===== src/rtl/memory_register_file.sv =====
// Valid-tagged storage array behind a single-command port: read, byte-masked
// write, delete and a DEPTH-cycle clear-all sweep, with occupancy/free-slot status.

module memory_register_file_entry #(
  parameter int WIDTH = 64
) (
  input  logic               clk,
  input  logic               rst,
  input  logic               we,
  input  logic               de,
  input  logic [WIDTH-1:0]   wr_data,
  input  logic [WIDTH/8-1:0] byte_en,
  output logic               valid,
  output logic [WIDTH-1:0]   data
);
  always_ff @(negedge clk or posedge rst) begin
    if (rst) begin
      valid <= 1'b0;
      data  <= '0;
    end else if (de) begin
      valid <= 1'b0;
      data  <= '0;
    end else if (we) begin
      valid <= 1'b1;
      // Disabled bytes of a previously empty entry start from zero, not stale data.
      for (int b = 0; b < WIDTH/8; b++)
        data[b*8 +: 8] <= byte_en[b] ? wr_data[b*8 +: 8] : (valid ? data[b*8 +: 8] : 8'h00);
    end
  end
endmodule

module memory_register_file #(
  parameter int WIDTH = 64,
  parameter int DEPTH = 16,
  parameter int IDX_W = $clog2(DEPTH)
) (
  input  logic               clk,
  input  logic               rst,
  input  logic               op_valid,
  output logic               op_ready,
  input  logic [1:0]         op_code,
  input  logic [IDX_W-1:0]   op_idx,
  input  logic [WIDTH-1:0]   wr_data,
  input  logic [WIDTH/8-1:0] byte_en,
  output logic               rd_valid,
  output logic [WIDTH-1:0]   rd_data,
  output logic               rd_hit,
  output logic [DEPTH-1:0]   used_mask,
  output logic [IDX_W:0]     count,
  output logic               full,
  output logic               empty,
  output logic [IDX_W-1:0]   free_idx
);
  typedef enum logic {IDLE, CLEARING} state_t;

  localparam logic [IDX_W:0]   DEPTH_C = (IDX_W+1)'(DEPTH);
  localparam logic [IDX_W-1:0] LAST    = IDX_W'(DEPTH-1);

  state_t                       state;
  logic [IDX_W-1:0]             ptr;
  logic [DEPTH-1:0][WIDTH-1:0]  ent_data;
  logic                         acc, idx_ok, rd_acc, wr_acc, del_acc, clr_acc, sel_hit;

  assign op_ready = (state == IDLE);
  assign acc      = op_valid && op_ready;
  assign idx_ok   = {1'b0, op_idx} < DEPTH_C;
  assign rd_acc   = acc && (op_code == 2'b00);
  assign wr_acc   = acc && (op_code == 2'b01) && idx_ok;
  assign del_acc  = acc && (op_code == 2'b10) && idx_ok;
  assign clr_acc  = acc && (op_code == 2'b11);
  assign sel_hit  = idx_ok && used_mask[op_idx];

  for (genvar i = 0; i < DEPTH; i++) begin : g_ent
    localparam logic [IDX_W-1:0] I = IDX_W'(i);
    memory_register_file_entry #(.WIDTH(WIDTH)) u_ent (
      .clk     (clk),
      .rst     (rst),
      .we      (wr_acc && (op_idx == I)),
      .de      ((del_acc && (op_idx == I)) || ((state == CLEARING) && (ptr == I))),
      .wr_data (wr_data),
      .byte_en (byte_en),
      .valid   (used_mask[i]),
      .data    (ent_data[i])
    );
  end

  always_ff @(negedge clk or posedge rst) begin
    if (rst) begin
      state <= IDLE;
      ptr   <= '0;
    end else begin
      case (state)
        IDLE: if (clr_acc) begin
          state <= CLEARING;
          ptr   <= '0;
        end
        CLEARING: if (ptr == LAST) begin
          state <= IDLE;
          ptr   <= '0;
        end else begin
          ptr <= ptr + 1'b1;
        end
        default: state <= IDLE;
      endcase
    end
  end

  // rd_data only moves on an accepted READ so it holds between pulses.
  always_ff @(negedge clk or posedge rst) begin
    if (rst) begin
      rd_valid <= 1'b0;
      rd_hit   <= 1'b0;
      rd_data  <= '0;
    end else begin
      rd_valid <= rd_acc;
      if (rd_acc) begin
        rd_hit  <= sel_hit;
        rd_data <= sel_hit ? ent_data[op_idx] : '0;
      end
    end
  end

  always_comb begin
    count = '0;
    for (int i = 0; i < DEPTH; i++) count = count + (IDX_W+1)'(used_mask[i]);
  end

  assign full  = (count == DEPTH_C);
  assign empty = (count == '0);

  always_comb begin
    free_idx = '0;
    for (int i = DEPTH-1; i >= 0; i--)
      if (!used_mask[i]) free_idx = IDX_W'(i);
  end
endmodule


===== config.mk =====
export PLATFORM = sky130hd
export DESIGN_NAME = memory_register_file
export DESIGN_NICKNAME = d
export VERILOG_FILES = /design/src/rtl/memory_register_file.sv
export SDC_FILE = /design/constraint.sdc
export NUM_CORES = 2
export LEC_CHECK = 0
export CAP_MARGIN = 20
export CORE_MARGIN = 2
export CORE_UTILIZATION = 50
export CTS_BUF_LIST = sky130_fd_sc_hd__clkbuf_16
export CTS_CLUSTER_DIAMETER = 200
export DETAILED_ROUTE_END_ITERATION = 16
export PLACE_DENSITY = 0.69
export REMOVE_ABC_BUFFERS = 1
export SKIP_LAST_GASP = 1
export SYNTH_ARGS = -nofsm -noshare
export SYNTH_HDL_FRONTEND = slang
export SYNTH_SLANG_ARGS = --single-unit

===== constraint.sdc =====
create_clock -name clk -period 43.6 [get_ports clk]
set_input_delay 8.72 -clock clk [delete_from_list [all_inputs] [get_ports clk]]
set_output_delay 8.72 -clock clk [all_outputs]
set_load 0.02 [all_outputs]

; ---- Word level (Yosys, flattened, before mapping)
; Cells that the tools add are included.
[classes]
n_eq_ne = 163
order_cmp = 1
shift = 0
bitwise_logic = 1
n_div = 0
n_mux = 235
n_reduce_logical = 217
multipliers = 0
add_sub_neg = 16
[ops]
columns = operator, count
row1 = 64-bit two-way mux, 34
row2 = 8-bit two-way mux, 144
row3 = "3-bit by 2-bit != test with 1-bit output, second input constant", 128
row4 = 64-bit binary-select mux with 4-bit select, 1
row5 = 2-bit AND reduction, 128
row6 = 4-bit two-way mux, 18
row7 = "4-bit equality test, second input constant", 16
row8 = 5-bit by 1-bit adder with 5-bit output, 11
row9 = 1-bit logical AND, 53
row10 = 1-bit two-way mux, 35
row11 = "4-bit by 3-bit equality test with 1-bit output, second input constant", 8
row12 = 2-bit nonzero test, 16
row13 = "4-bit by 2-bit equality test with 1-bit output, second input constant", 4
row14 = 1-bit logical OR, 16
row15 = "4-bit by 1-bit equality test with 1-bit output, second input constant", 2
row16 = 4-bit logical NOT, 2
row17 = 4-bit case mux with 2 select lines, 1
row18 = 4-bit by 1-bit adder with 5-bit output, 1
row19 = "5-bit equality test, second input constant", 1
row20 = 5-bit logical NOT, 1
row21 = "4-bit by 5-bit less-than comparator with 1-bit output, second input constant", 1
row22 = 3-bit by 1-bit adder with 4-bit output, 1
row23 = "4-bit by 1-bit adder with 4-bit output, second input constant", 1
row24 = 1-bit binary-select mux with 4-bit select, 1
row25 = other kinds (8), 9
[word_totals]
latch_bits = 0
romBits = 0
elab_cells = 782
ff_bits = 1111
ram_bits = 0
n_memories = 0
input_bits = 81
output_inout_bits = 94

; ---- Longest topological paths before layout
[depth]
depth_word = 16
ltp_mapped = 14
ltp_nobuf = 13

; ---- By module
; Synthesis repeated with hierarchy kept, for this count alone.
[hier_totals]
hier_cells = 5643
area_unflattened_um2 = 55176.7
[by_module_without_submodules]
columns = module, cells_each, n_inst, seq_area_each_um2, area_per_inst_um2
row1 = memory_register_file_entry, 298, 16, 1626.6, 2750.1
row2 = memory_register_file, 875, 1, 1776.7, 11174.5

==> flow_summary.yaml <==
run_status:
  status: "completed"
yosys:
  ys_seq_area_frac: 0.548
  syn-instance-count: 4079
  synth_most_common_cell: "dfrtn_1"
  synth_top_cell_area_share: 0.548
  synthTopCellsByArea: "dfrtn_1, mux4_2, a22o_1, a22oi_1, nor2_1"
  synthDistinctLibCells: 44
  avgSynthCellArea_um2: 12.4
  synth_flop_cell: "dfrtn_1"
  ys_ff_latch: 1111
  synth_area_um2: 50700
  synthArstFlopShare: 1.00
  synth_enable_flop_cells: 0
  yosys_warnings: 0
  ys_top_cells_by_count: "dfrtn_1, a22o_1, a22oi_1, nor2_1, clkbuf_1"
  yosysTopAreaCell: "dfrtn_1"
sta:
  finalSetupViolations: 0
  tns_ns: 0
  fin_skew_ns: 0.0350
  slew_headroom: 0.178
  slew_viol_final: 0
  hold_viol_final: 0
  worst_pin_slew_ns: 1.23
  whs_ns: 0.421
  rsz0062_at_grt: "false"
clock_network:
  clk_path_buf_depth: 3
  cts_resized: 0
  postCtsSetupRepairBufs: 0
  htree_num_levels: 3
  numCtsBuffers: 115
  clkTransAtPathRegs_ns: 0.05
  clock-root-buffer: "clkbuf_16"
  cts_tree: "yes"
  clkLatencyLatePin_ns: 0.67
  cts_num_sinks: 1111
  postCtsHoldBufs: 0
layout:
  nets: 4021
  regArea_um2: 27800
  multiInputGateArea_um2: 20800
  fillers: 8214
  syn_to_final_growth_pct: 11.4
  drive_above_1_share: 0.135
pwr:
  ir_drop_v: 0.0000760
  switching_power_uw: 806
  sw_frac_of_total: 0.308
  power.internal_mw: 1.81
  clkPwrFrac: 0.371
  pwr-share-comb: 0.187
  leakage_nw: 25.6
  p_per_area_nw_per_um2: 46.4
  power.total_mw: 2.62
  seqPwrFrac: 0.442
critical_path:
  reg2reg_depth: 7
  cp_slowest_cell: "o21ai_0"
  cp_data_arrival_time_ns: 28.33
  crit_required_ns: 34.88
  path_buf_inv: 5
  critPathLaunch: "g_ent[1].u_ent.valid$_DFFE_NP0P_"
  r2r-start: "state$_DFF_NP0_"
  path_cells: "clkinv_1 -> fa_1 -> fa_1 -> fa_1 -> fa_1 -> inv_1 -> ha_1 -> inv_1 -> fa_1 -> nor2b_1 -> o21ai_0 -> inv_1 -> nor4_1 -> clkdlybuf4s50_1"
  r2r_setup_slack_ns: 39.39
  crit_top_cell: "fa_1"
  cp.depth: 14
  worst_path_dominant_cell_family: "adder cells"
  crit_end: "empty"
  cp-end-kind: "output pin"
  slowest_delay_ns: 0.82
  critical_path_class: "register to output pin"
  worstReg2RegEnd: "g_ent[11].u_ent.data[60]$_DFFE_NP0P_"
  critPathLaunchType: "register"
  crit_path_max_fanout: 10
floorplanning:
  dieArea_um2: 104000
  die_w_um: 322
  coreArea_um2: 100000
  io_pins: 175
  start_util: 0.505
  rows: 116
  fp.dieH_um: 322
hold_path:
  hp-class: "register to register"
  min-delay-start: "rd_data[29]$_DFFE_NP0P_"
drt:
  antenna_left: 0
  dr_total_vias: 37600
  drt_pass1_iterations: 8
  wl_per_cell_um: 30.8
  viasPerCell: 7.00
  route.detailed.drc: 0
  routed_wl_um: 166000
  drt_iter0_drc: 4787
placement:
  io_buffers: 174
  globalplace.congestion: 0.881
  place_hpwl_um: 96500
global_route:
  antenna_found_initial: 2
  grt_overflow: 0
  grt_usage: 0.321
  grt_pass1_wl_um: 250000
  grt_pass1_vias: 38200
  grt_max_degree: 185
job:
  drv_cap: 0
==> cell families (layout without fill, tap and decap cells) <==
group / count (synthesis) / after routing / synth area share
compound gates: 1456 / 1456 / 0.223
flops: 1111 / 1111 / 0.548
simple gates: 676 / 676 / 0.0609
buf+inv: 555 / 493 / 0.0458
mux: 260 / 260 / 0.116
fa+ha+maj: 19 / 19 / 0.00617
xor+xnor: 2 / 2 / 0.000346
other cells: 0 / 3 / 0
==> worst min-delay path by stage <==
stage | to | depth (start not counted)
2_1_floorplan | g_ent[10].u_ent.data[10]$_DFFE_NP0P_ | 1
3_3_place_gp | rd_data[31]$_DFFE_NP0P_ | 1
3_5_place_dp | rd_data[29]$_DFFE_NP0P_ | 1
4_1_cts | rd_data[16]$_DFFE_NP0P_ | 1
5_1_grt | rd_data[16]$_DFFE_NP0P_ | 1
6_report | rd_data[29]$_DFFE_NP0P_ | 1
==> flip-flops by register name, summed over array words and instances, names as in the netlist <==
register	flops
g_ent.u_ent.data	1024
ptr	4
state	1
rd_hit	1
g_ent.u_ent.valid	16
rd_valid	1
rd_data	64
==> cell type report <==
type,count,share of cell area
Sequential cell,1111,0.492
Multi-Input combinational cell,2413,0.368
Clock buffer,117,0.0518
Timing Repair Buffer,247,0.0419
Tap cell,1357,0.0301
Clock inverter,96,0.0131
Inverter,33,0.00233
Antenna cell,3,0.000133
==> power by group through the flow <==
stage	combinational, mW	sequential, mW	clock, mW
final	0.491	1.16	0.971
after global routing	0.514	1.16	1.02
after CTS	0.477	1.16	0.977
after detailed placement	0.472	1.17	0
after global placement	0.465	1.17	0
after floorplan	0.248	1.17	0
==> layout by cell type, fill, tap and decap left out, drive strengths merged, types with 2 or more instances in the layout <==
master,n
or2,6
clkinvlp,7
o21ai,142
inv,62
and2,65
nand2,20
a22o,604
clkbuf,117
nand4,3
xnor2,2
a22oi,548
diode,3
bufinv,11
nand2b,8
a21o,66
a21oi,8
a31oi,3
clkinv,49
nand3,4
o22ai,16
clkdlybuf4s50,172
mux4,260
fa,10
nor2,472
buf,75
nor3,6
dfrtn,1111
ha,9
nor4,2
nor2b,87
a211oi,64
==> through the flow <==
step	utilization	cell area, um2	std cells	worst slack [ns]
after floorplan	-	48500	3557	-17.42
after global placement	0.526	52800	5160	7.47
after detailed placement	0.527	52800	5161	7.51
after CTS	0.563	56500	5374	6.72
after global routing	0.563	56500	5374	6.37
final	0.563	56500	5377	6.55
==> per-layer routing <==
layer	vias to the layer above	share of wire	track usage
met5	-	0	0
met4	0	0.042	0.135
met3	462	0.13	0.0913
met2	2548	0.45	0.480
met1	19500	0.38	0.444
li1	15100	-	-
(Power assumes the default switching activity.)
